File: config.mk
export PLATFORM = sky130hd
export DESIGN_NAME = agc_meas_engine
export DESIGN_NICKNAME = d
export VERILOG_FILES = /design/src/rtl/agc_meas_engine.sv
export SDC_FILE = /design/constraint.sdc
export NUM_CORES = 2
export LEC_CHECK = 0
export CAP_MARGIN = 20
export CELL_PAD_IN_SITES_DETAIL_PLACEMENT = 0
export CELL_PAD_IN_SITES_GLOBAL_PLACEMENT = 1
export CORE_MARGIN = 2
export CORE_UTILIZATION = 49
export CTS_CLUSTER_DIAMETER = 200
export DETAILED_ROUTE_END_ITERATION = 10
export PLACE_DENSITY = 0.84
export SLEW_MARGIN = 20
export SYNTH_ARGS = -nofsm -noshare
export SYNTH_HDL_FRONTEND = slang
export SYNTH_SLANG_ARGS = --single-unit
File: constraint.sdc
create_clock -name clk_i -period 67.3 [get_ports clk_i]
set_clock_uncertainty 0.2 [all_clocks]
set_input_delay 13.46 -clock clk_i [delete_from_list [all_inputs] [get_ports clk_i]]
set_output_delay 13.46 -clock clk_i [all_outputs]
set_load 0.005 [all_outputs]
File: src/rtl/agc_meas_engine.sv
// agc_meas_engine: windowed per-channel power and threshold-crossing accumulator with snapshot readout.
// Optional AGC_MEAS_SAT_EN: square accumulators clamp at full scale and raise sticky sat_o flags.
module agc_meas_engine #(
    parameter int NCHAN     = 8,
    parameter int NSAMP     = 8,
    parameter int ABITS     = 4,
    parameter int SQ_BITS   = 24,
    parameter int PR_BITS   = 21,
    parameter int WIN_LOG2  = 17,
    parameter int SQ_OFFSET = 16384
) (
    input  logic                       clk_i,
    input  logic                       rst_i,
    input  logic                       agc_tick_i,
    input  logic                       agc_ce_i,
    input  logic [NCHAN*ABITS-1:0]     abs_i,
    input  logic [NCHAN*NSAMP-1:0]     gt_i,
    input  logic [NCHAN*NSAMP-1:0]     lt_i,
    output logic                       busy_o,
    output logic                       done_o,
    output logic                       overrun_o,
    output logic                       m_valid_o,
    input  logic                       m_ready_i,
    output logic [$clog2(NCHAN)-1:0]   m_chan_o,
    output logic [SQ_BITS-1:0]         m_sq_o,
    output logic [PR_BITS-1:0]         m_gt_o,
    output logic [PR_BITS-1:0]         m_lt_o,
    output logic                       m_last_o,
    output logic [NCHAN-1:0]           sat_o
);
    localparam int CW = $clog2(NCHAN);
    localparam int PW = $clog2(NSAMP + 1);
    localparam int QW = 2 * ABITS;
    typedef enum logic [1:0] {IDLE, RUN, FLUSH} state_t;

    if (PR_BITS < WIN_LOG2 + PW) begin : g_pr_check
        $error("agc_meas_engine: PR_BITS too narrow for the window length");
    end

    state_t              state_q;
    logic                fl_q, done_q, ovr_q, v1_q, v2_q, mv_q, snap, last;
    logic [WIN_LOG2-1:0] cnt_q;
    logic [CW-1:0]       mc_q;
    logic [ABITS-1:0]    abs1_q [NCHAN];
    logic [NSAMP-1:0]    gt1_q [NCHAN];
    logic [NSAMP-1:0]    lt1_q [NCHAN];
    logic [QW-1:0]       sq1 [NCHAN];
    logic [QW-1:0]       sq2_q [NCHAN];
    logic [PW-1:0]       pg1 [NCHAN];
    logic [PW-1:0]       pl1 [NCHAN];
    logic [PW-1:0]       pg2_q [NCHAN];
    logic [PW-1:0]       pl2_q [NCHAN];
    logic [SQ_BITS-1:0]  acc_sq_q [NCHAN];
    logic [SQ_BITS-1:0]  acc_sq_d [NCHAN];
    logic [SQ_BITS-1:0]  h_sq_q [NCHAN];
    logic [PR_BITS-1:0]  acc_gt_q [NCHAN];
    logic [PR_BITS-1:0]  acc_gt_d [NCHAN];
    logic [PR_BITS-1:0]  acc_lt_q [NCHAN];
    logic [PR_BITS-1:0]  acc_lt_d [NCHAN];
    logic [PR_BITS-1:0]  h_gt_q [NCHAN];
    logic [PR_BITS-1:0]  h_lt_q [NCHAN];

    // A restart tick wins over the snapshot that would end the flush.
    assign snap = state_q == FLUSH && fl_q && !agc_tick_i;
    assign last = mc_q == CW'(NCHAN - 1);

    always_comb begin
        for (int c = 0; c < NCHAN; c++) begin
            sq1[c] = QW'(abs1_q[c]) * QW'(abs1_q[c]);
            pg1[c] = '0;
            pl1[c] = '0;
            for (int s = 0; s < NSAMP; s++) begin
                pg1[c] = pg1[c] + PW'(gt1_q[c][s]);
                pl1[c] = pl1[c] + PW'(lt1_q[c][s]);
            end
            acc_gt_d[c] = acc_gt_q[c] + (v2_q ? PR_BITS'(pg2_q[c]) : '0);
            acc_lt_d[c] = acc_lt_q[c] + (v2_q ? PR_BITS'(pl2_q[c]) : '0);
        end
    end

`ifdef AGC_MEAS_SAT_EN
    logic [SQ_BITS:0]   sq_sum [NCHAN];
    logic [NCHAN-1:0]   sat_q, sat_d;
    always_comb begin
        sat_d = sat_q;
        for (int c = 0; c < NCHAN; c++) begin
            sq_sum[c]   = {1'b0, acc_sq_q[c]} + (SQ_BITS + 1)'(sq2_q[c]);
            acc_sq_d[c] = !v2_q ? acc_sq_q[c] : sq_sum[c][SQ_BITS] ? '1 : sq_sum[c][SQ_BITS-1:0];
            sat_d[c]    = sat_q[c] | (v2_q & sq_sum[c][SQ_BITS]);
        end
    end
    always_ff @(posedge clk_i) sat_q <= (rst_i || agc_tick_i) ? '0 : sat_d;
    assign sat_o = sat_q;
`else
    always_comb begin
        for (int c = 0; c < NCHAN; c++)
            acc_sq_d[c] = acc_sq_q[c] + (v2_q ? SQ_BITS'(sq2_q[c]) : '0);
    end
    assign sat_o = '0;
`endif

    always_ff @(posedge clk_i) begin
        for (int c = 0; c < NCHAN; c++) begin
            abs1_q[c] <= abs_i[ABITS*c +: ABITS];
            gt1_q[c]  <= gt_i[NSAMP*c +: NSAMP];
            lt1_q[c]  <= lt_i[NSAMP*c +: NSAMP];
            sq2_q[c]  <= sq1[c];
            pg2_q[c]  <= pg1[c];
            pl2_q[c]  <= pl1[c];
        end
    end

    always_ff @(posedge clk_i) begin
        if (rst_i) begin
            state_q <= IDLE;
            fl_q    <= 1'b0;
            done_q  <= 1'b0;
            ovr_q   <= 1'b0;
            v1_q    <= 1'b0;
            v2_q    <= 1'b0;
            mv_q    <= 1'b0;
            cnt_q   <= '0;
            mc_q    <= '0;
            for (int c = 0; c < NCHAN; c++) begin
                acc_sq_q[c] <= SQ_BITS'(SQ_OFFSET);
                acc_gt_q[c] <= '0;
                acc_lt_q[c] <= '0;
                h_sq_q[c]   <= '0;
                h_gt_q[c]   <= '0;
                h_lt_q[c]   <= '0;
            end
        end else begin
            done_q <= snap;
            // Samples in flight at a restart belong to the abandoned window.
            v1_q   <= agc_ce_i && state_q == RUN && !agc_tick_i;
            v2_q   <= v1_q && !agc_tick_i;
            for (int c = 0; c < NCHAN; c++) begin
                acc_sq_q[c] <= agc_tick_i ? SQ_BITS'(SQ_OFFSET) : acc_sq_d[c];
                acc_gt_q[c] <= agc_tick_i ? '0 : acc_gt_d[c];
                acc_lt_q[c] <= agc_tick_i ? '0 : acc_lt_d[c];
            end
            if (agc_tick_i) begin
                state_q <= RUN;
                cnt_q   <= '0;
                fl_q    <= 1'b0;
            end else if (state_q == RUN && agc_ce_i) begin
                cnt_q <= cnt_q + 1'b1;
                if (&cnt_q) state_q <= FLUSH;
            end else if (state_q == FLUSH) begin
                fl_q <= !fl_q;
                if (fl_q) state_q <= IDLE;
            end
            if (mv_q && m_ready_i) begin
                mv_q <= !last;
                mc_q <= last ? '0 : mc_q + 1'b1;
            end
            if (snap && mv_q) ovr_q <= 1'b1;
            // Snapshot takes the next-state sums so the final flushed sample is included.
            if (snap && !mv_q) begin
                mv_q <= 1'b1;
                mc_q <= '0;
                for (int c = 0; c < NCHAN; c++) begin
                    h_sq_q[c] <= acc_sq_d[c];
                    h_gt_q[c] <= acc_gt_d[c];
                    h_lt_q[c] <= acc_lt_d[c];
                end
            end
        end
    end

    assign busy_o    = state_q != IDLE;
    assign done_o    = done_q;
    assign overrun_o = ovr_q;
    assign m_valid_o = mv_q;
    assign m_chan_o  = mc_q;
    assign m_sq_o    = h_sq_q[mc_q];
    assign m_gt_o    = h_gt_q[mc_q];
    assign m_lt_o    = h_lt_q[mc_q];
    assign m_last_o  = mv_q && last;
endmodule

Yosys cells after proc, flatten, opt, wreduce, memory -nomap -nowiden
Memory sizes are Yosys's and may differ from the RTL's. A register that Yosys moved wholly into a read port is not among the register bits.
Index checks and enable logic that the tools add are counted.
{ "totals": {"register_bits": 28, "mem_bits_rw": 1344, "in_bits": 165, "out_inout_bits": 82, "elab_cells": 363, "mem_count": 12} }
{ "classes": {"add_sub_neg": 138, "n_mul": 8, "n_eq_ne": 5, "muxes": 116, "bitwise_logic": 49, "n_reduce_logical": 25} }
{ "memory_table": {"columns": ["name", "depth", "width", "rd", "rd_clocked_by_memory_dff", "write_ports", "line", "rtl"], "rows": [
  ["acc_sq_q", 8, 24, 8, 0, 8, "53", "logic [SQ_BITS-1:0] acc_sq_q [NCHAN];"],
  ["h_sq_q", 8, 24, 1, 1, 8, "55", "logic [SQ_BITS-1:0] h_sq_q [NCHAN];"],
  ["acc_gt_q", 8, 21, 8, 0, 8, "56", "logic [PR_BITS-1:0] acc_gt_q [NCHAN];"],
  ["acc_lt_q", 8, 21, 8, 0, 8, "58", "logic [PR_BITS-1:0] acc_lt_q [NCHAN];"],
  ["h_gt_q", 8, 21, 1, 1, 8, "60", "logic [PR_BITS-1:0] h_gt_q [NCHAN];"],
  ["h_lt_q", 8, 21, 1, 1, 8, "61", "logic [PR_BITS-1:0] h_lt_q [NCHAN];"],
  ["6 more memories", null, null, null, null, null, null, null]
]} }
{ "ops": {"columns": ["cell", "n"], "rows": [
  ["2-to-1 mux 21 bit", 48],
  ["2-to-1 mux 24 bit", 24],
  ["adder 21 x 4 -> 21 bit", 16],
  ["adder 4 x 1 -> 4 bit", 64],
  ["adder 24 x 8 -> 24 bit", 8],
  ["adder 3 x 1 -> 4 bit", 16],
  ["multiplier 4 x 4 -> 8 bit", 8],
  ["2-to-1 mux 4 bit", 16],
  ["2-to-1 mux 8 bit", 8],
  ["adder 2 x 1 -> 3 bit", 16],
  ["OR 1 bit", 48],
  ["adder 1 x 1 -> 2 bit", 16],
  ["2-to-1 mux 3 bit", 7],
  ["adder 17 x 1 -> 17 bit, second input constant", 1],
  ["AND reduction 17 bit", 1],
  ["logical AND 1 bit", 9],
  ["2-to-1 mux 1 bit", 9],
  ["2-to-1 mux 2 bit", 4],
  ["nonzero test 2 bit", 4],
  ["AND reduction 3 bit", 2],
  ["nonzero test 3 bit", 2],
  ["logical NOT 1 bit", 4],
  ["OR reduction 2 bit", 2],
  ["adder 3 x 1 -> 3 bit, second input constant", 1],
  ["7 further kinds", 7]
]} }

Logic depth before layout (Yosys ltp)
{ "depth": {"word_depth": 8, "depth_mapped": 11} }

Worst setup path before layout
No wires, ideal clock.
{ "synth_path": {"kind": "input to register", "start": "input agc_tick_i", "end": "register (tool-made name)", "setup_ns": 1.691, "arrival_time_ns": 53.015, "path_slack_ns": 12.394, "path_stages": 4, "path_cell_list": "clkbuf_1 -> clkbuf_1 -> o31ai_1 -> nor2_1"} }
{ "synth_lines": {"columns": ["element", "line", "rtl"], "rows": [
  ["from (decl)", "14", "input logic agc_tick_i,"]
]} }

==> impl_metrics.csv <==
group,metric,value,unit
status,status,"complete, no violations",
layout,multiInputGateArea,26000,um2
synthesis,netlist_top_cells_count,"nor2_1, dfxtp_1, edfxtp_1, xnor2_1, inv_1",
worst_hold_path,whs_path_depth,0,
floorplan,die_w,355.1,um
timing,setup_slack,49.57,ns
place,dpl.cell_count,7081,
worst_hold_path,min_to,"sq2_q[0][8]",
cts,hold_buffers,0,
job,maxCapViolCount,0,
pwr,p_leak,25.32,nW
floorplan,core-area,122000,um2
synthesis,synth_seq_cells,1367,
worst_setup_path,r2r_end,"h_lt_q[5][20]",
detailed_routing,drc,0,
cts,clock_path_buffers,3,
worst_setup_path,criticalPathCategory,"reg2out",
cts,clock_sinks,1367,
synthesis,synth_ff_type,"dfxtp_1",
floorplan,row_count,128,
worst_setup_path,path_max_fanout,48,
synthesis,ys.warnings.count,0,
timing,max_slew.worst_pin.slew,1.274,ns
place,hpwl,90.46,mm
layout,antenna_cells,0,
synthesis,synth_top_area_share,27.80,%
layout,nets,6060,
synthesis,synth_most_common_cell,"nor2_1",
layout,fin_util,56.66,%
worst_hold_path,hold_class,"reg2reg",
worst_hold_path,holdCritStartpoint,"abs1_q[0][4]",
timing,fmax,56.40,MHz
detailed_routing,wire_per_inst,18.25,um
place,detailedPlace.worstSlack,49.72,ns
floorplan,dieArea,126100,um2
layout,areaGrowthSynthToFinish,14.46,%
synthesis,yosysTopAreaCell,"dfxtp_1",
detailed_routing,vias_per_cell,5.446,
floorplan,num_io_pins,247,
worst_setup_path,crit_path_max_incr_delay,0.87,ns
pwr,p_int,0.001406,W
timing,max_slew_margin,15.10,%
place,place.gp.congestion,0.8387,
layout,regArea,32670,um2
grt,grt_max_degree,198,
detailed_routing,ant_nets,0,
grt,grt_pass1_wl,213.1,mm
cts,cts-resized-gates,0,
layout,drive_gt1_share,8.467,%
synthesis,synth_cell_types,73,
worst_setup_path,cp_slowest_cell,"buf_4",
cts,clk_latency,0.78,ns
worst_setup_path,reg2reg_depth,11,
layout,fill_cells,10180,
timing,setup_tns,0,ns
cts,htreeDepth,4,
pwr,power.switching,0.0003918,W
timing,finalHoldViolations,0,
synthesis,ys_seq_area_share,54.05,%
pwr,power-per-cell-area,26.00,nW/um2
layout,instances_no_fill,7353,
synthesis,netlist_area,60410,um2
synthesis,synth_edf_count,528,
cts,cts_buffers,146,
timing,drv_slew,0,
worst_setup_path,crit_chain,"buf_4 -> mux4_2 -> mux2_2 -> clkdlybuf4s50_1",
floorplan,start_util,49.50,%
cts,clkTransAtPathRegs,0.06,ns
cts,cts_tree,"done",
layout,fin_area,69150,um2
detailed_routing,wl,134.2,mm
cts,root_buffer,"clkbuf_16",
cts,cts_setup_buffers,0,
worst_setup_path,arrival,4.07,ns
pwr,p_sw_share,21.79,%
timing,rsz0062_at_grt,"false",
place,placed_area,64280,um2
grt,grt_use_total,21.24,%
synthesis,synthArstFlopShare,0,%
worst_setup_path,rr_startpoint,"v2_q",
pwr,p_seq_share,50.2,%
worst_setup_path,crit_path_end_kind,"output pin",
detailed_routing,drt_iter0_markers,3066,
worst_setup_path,worst-r2r-setup-slack,63.11,ns
place,io_buffers,238,
floorplan,dieHeight,355.1,um
detailed_routing,dr.pass1.iters,6,
worst_setup_path,cp_data_required_time,53.64,ns
synthesis,ys_top_cells_by_area,"dfxtp_1, edfxtp_1, nor2_1",
timing,layout_min_cycle_time,17.73,ns
synthesis,synthCells,5399,
pwr,clkPwrFrac,45.0,%
pwr,combPwrFrac,4.8,%
grt,gr-total-overflow,0,
detailed_routing,vias,40040,
synthesis,avgSynthCellArea,11.19,um2
worst_setup_path,cp-start-kind,"flop",
grt,antenna_found_initial,5,
timing,setup_violations,0,
pwr,vdd_drop_max,25.11,uV
timing,period_share,26.34,%
grt,grt_pass1_vias,39460,
[logic make-up after synthesis]
kind of cell | after synthesis | share of synthesized area [%]
other | 1 | 0.006207
AOI/OAI and AO/OA | 528 | 5.408
buffers and inverters | 471 | 3.036
adders and majority gates | 291 | 7.108
and+or+nand+nor | 2031 | 16.65
muxes | 269 | 7.350
xor gates and xnor gates | 441 | 6.394
DFF | 1367 | 54.05
[worst max-delay path by stage]
stage,from,to,slack (ns)
3_3_place_gp,rst_i,h_lt_q[3][9],49.77
5_1_grt,flop,m_sq_o[0],49.23
2_1_floorplan,agc_tick_i,flop,12.39
6_report,flop,m_sq_o[0],49.57
4_1_cts,flop,m_sq_o[1],49.38
3_5_place_dp,rst_i,h_lt_q[3][9],49.72
[flip-flops by register name (all words and copies together) (netlist names), named ones only]
signal     count
pg2_q         32
m_valid_o      1
sq2_q         56
v2_q           1
gt1_q         64
h_sq_q       192
acc_gt_q     168
acc_lt_q     168
acc_sq_q     192
h_gt_q       168
done_o         1
state_q        2
m_chan_o       3
abs1_q        32
lt1_q         64
h_lt_q       168
overrun_o      1
fl_q           1
cnt_q         17
pl2_q         32
v1_q           1
[layout by cell type (no fill, tap or decap), types with 153 or more instances in the layout]
| cell type | instances |
|---|---|
| xor2_1 | 163 |
| edfxtp_1 | 528 |
| clkbuf_16 | 153 |
| nand2_1 | 227 |
| clkdlybuf4s50_1 | 236 |
| and2_1 | 239 |
| xnor2_1 | 278 |
| a21oi_1 | 222 |
| inv_1 | 245 |
| ha_1 | 204 |
| nor2_1 | 845 |
| dfxtp_1 | 835 |
[layer usage]
layer	wire, um	up-vias	global-route usage, %	share of wire [%]
li1	-	19250	-	-
met1	60970	19520	29.71	45
met2	62460	1047	33.89	47
met3	7043	227	3.256	5.2
met4	3739	0	7.025	2.8
met5	0	-	0	0
[power groups by stage]
stage	sequential, W	clock, W	combinational [W]
2_1_floorplan	0.000935	0	0.0000569
3_3_place_gp	0.000920	0	0.0000851
3_5_place_dp	0.000921	0	0.0000879
4_1_cts	0.000903	0.000826	0.0000890
5_1_grt	0.000906	0.000858	0.0000993
6_report	0.000903	0.000808	0.0000868
[through the flow]
stage	total power [W]	hold WS, ns
global route	0.001863	0.2322
CTS	0.001818	0.2196
global placement	0.001005	0.2018
finish	0.001798	0.2144
detailed placement	0.001009	0.2041
floorplan	0.0009919	0.1633
[area by class of cell]
cell class	count	share of cell area, %
clock buffers	194	5.890
multi-input cells	3568	37.60
inverters	254	1.379
well taps	1625	2.940
clock inverters	78	1.129
flip-flops and latches	1367	47.24
repair buffers	267	3.818
[worst max-delay path: cells and delay by family (launching register included)]
family / cells / cell delay (ns)
flops: 1 / 0.86
buf+inv: 2 / 1.32
mux: 2 / 1.06
Note: power is estimated with default switching activity, not from simulation.
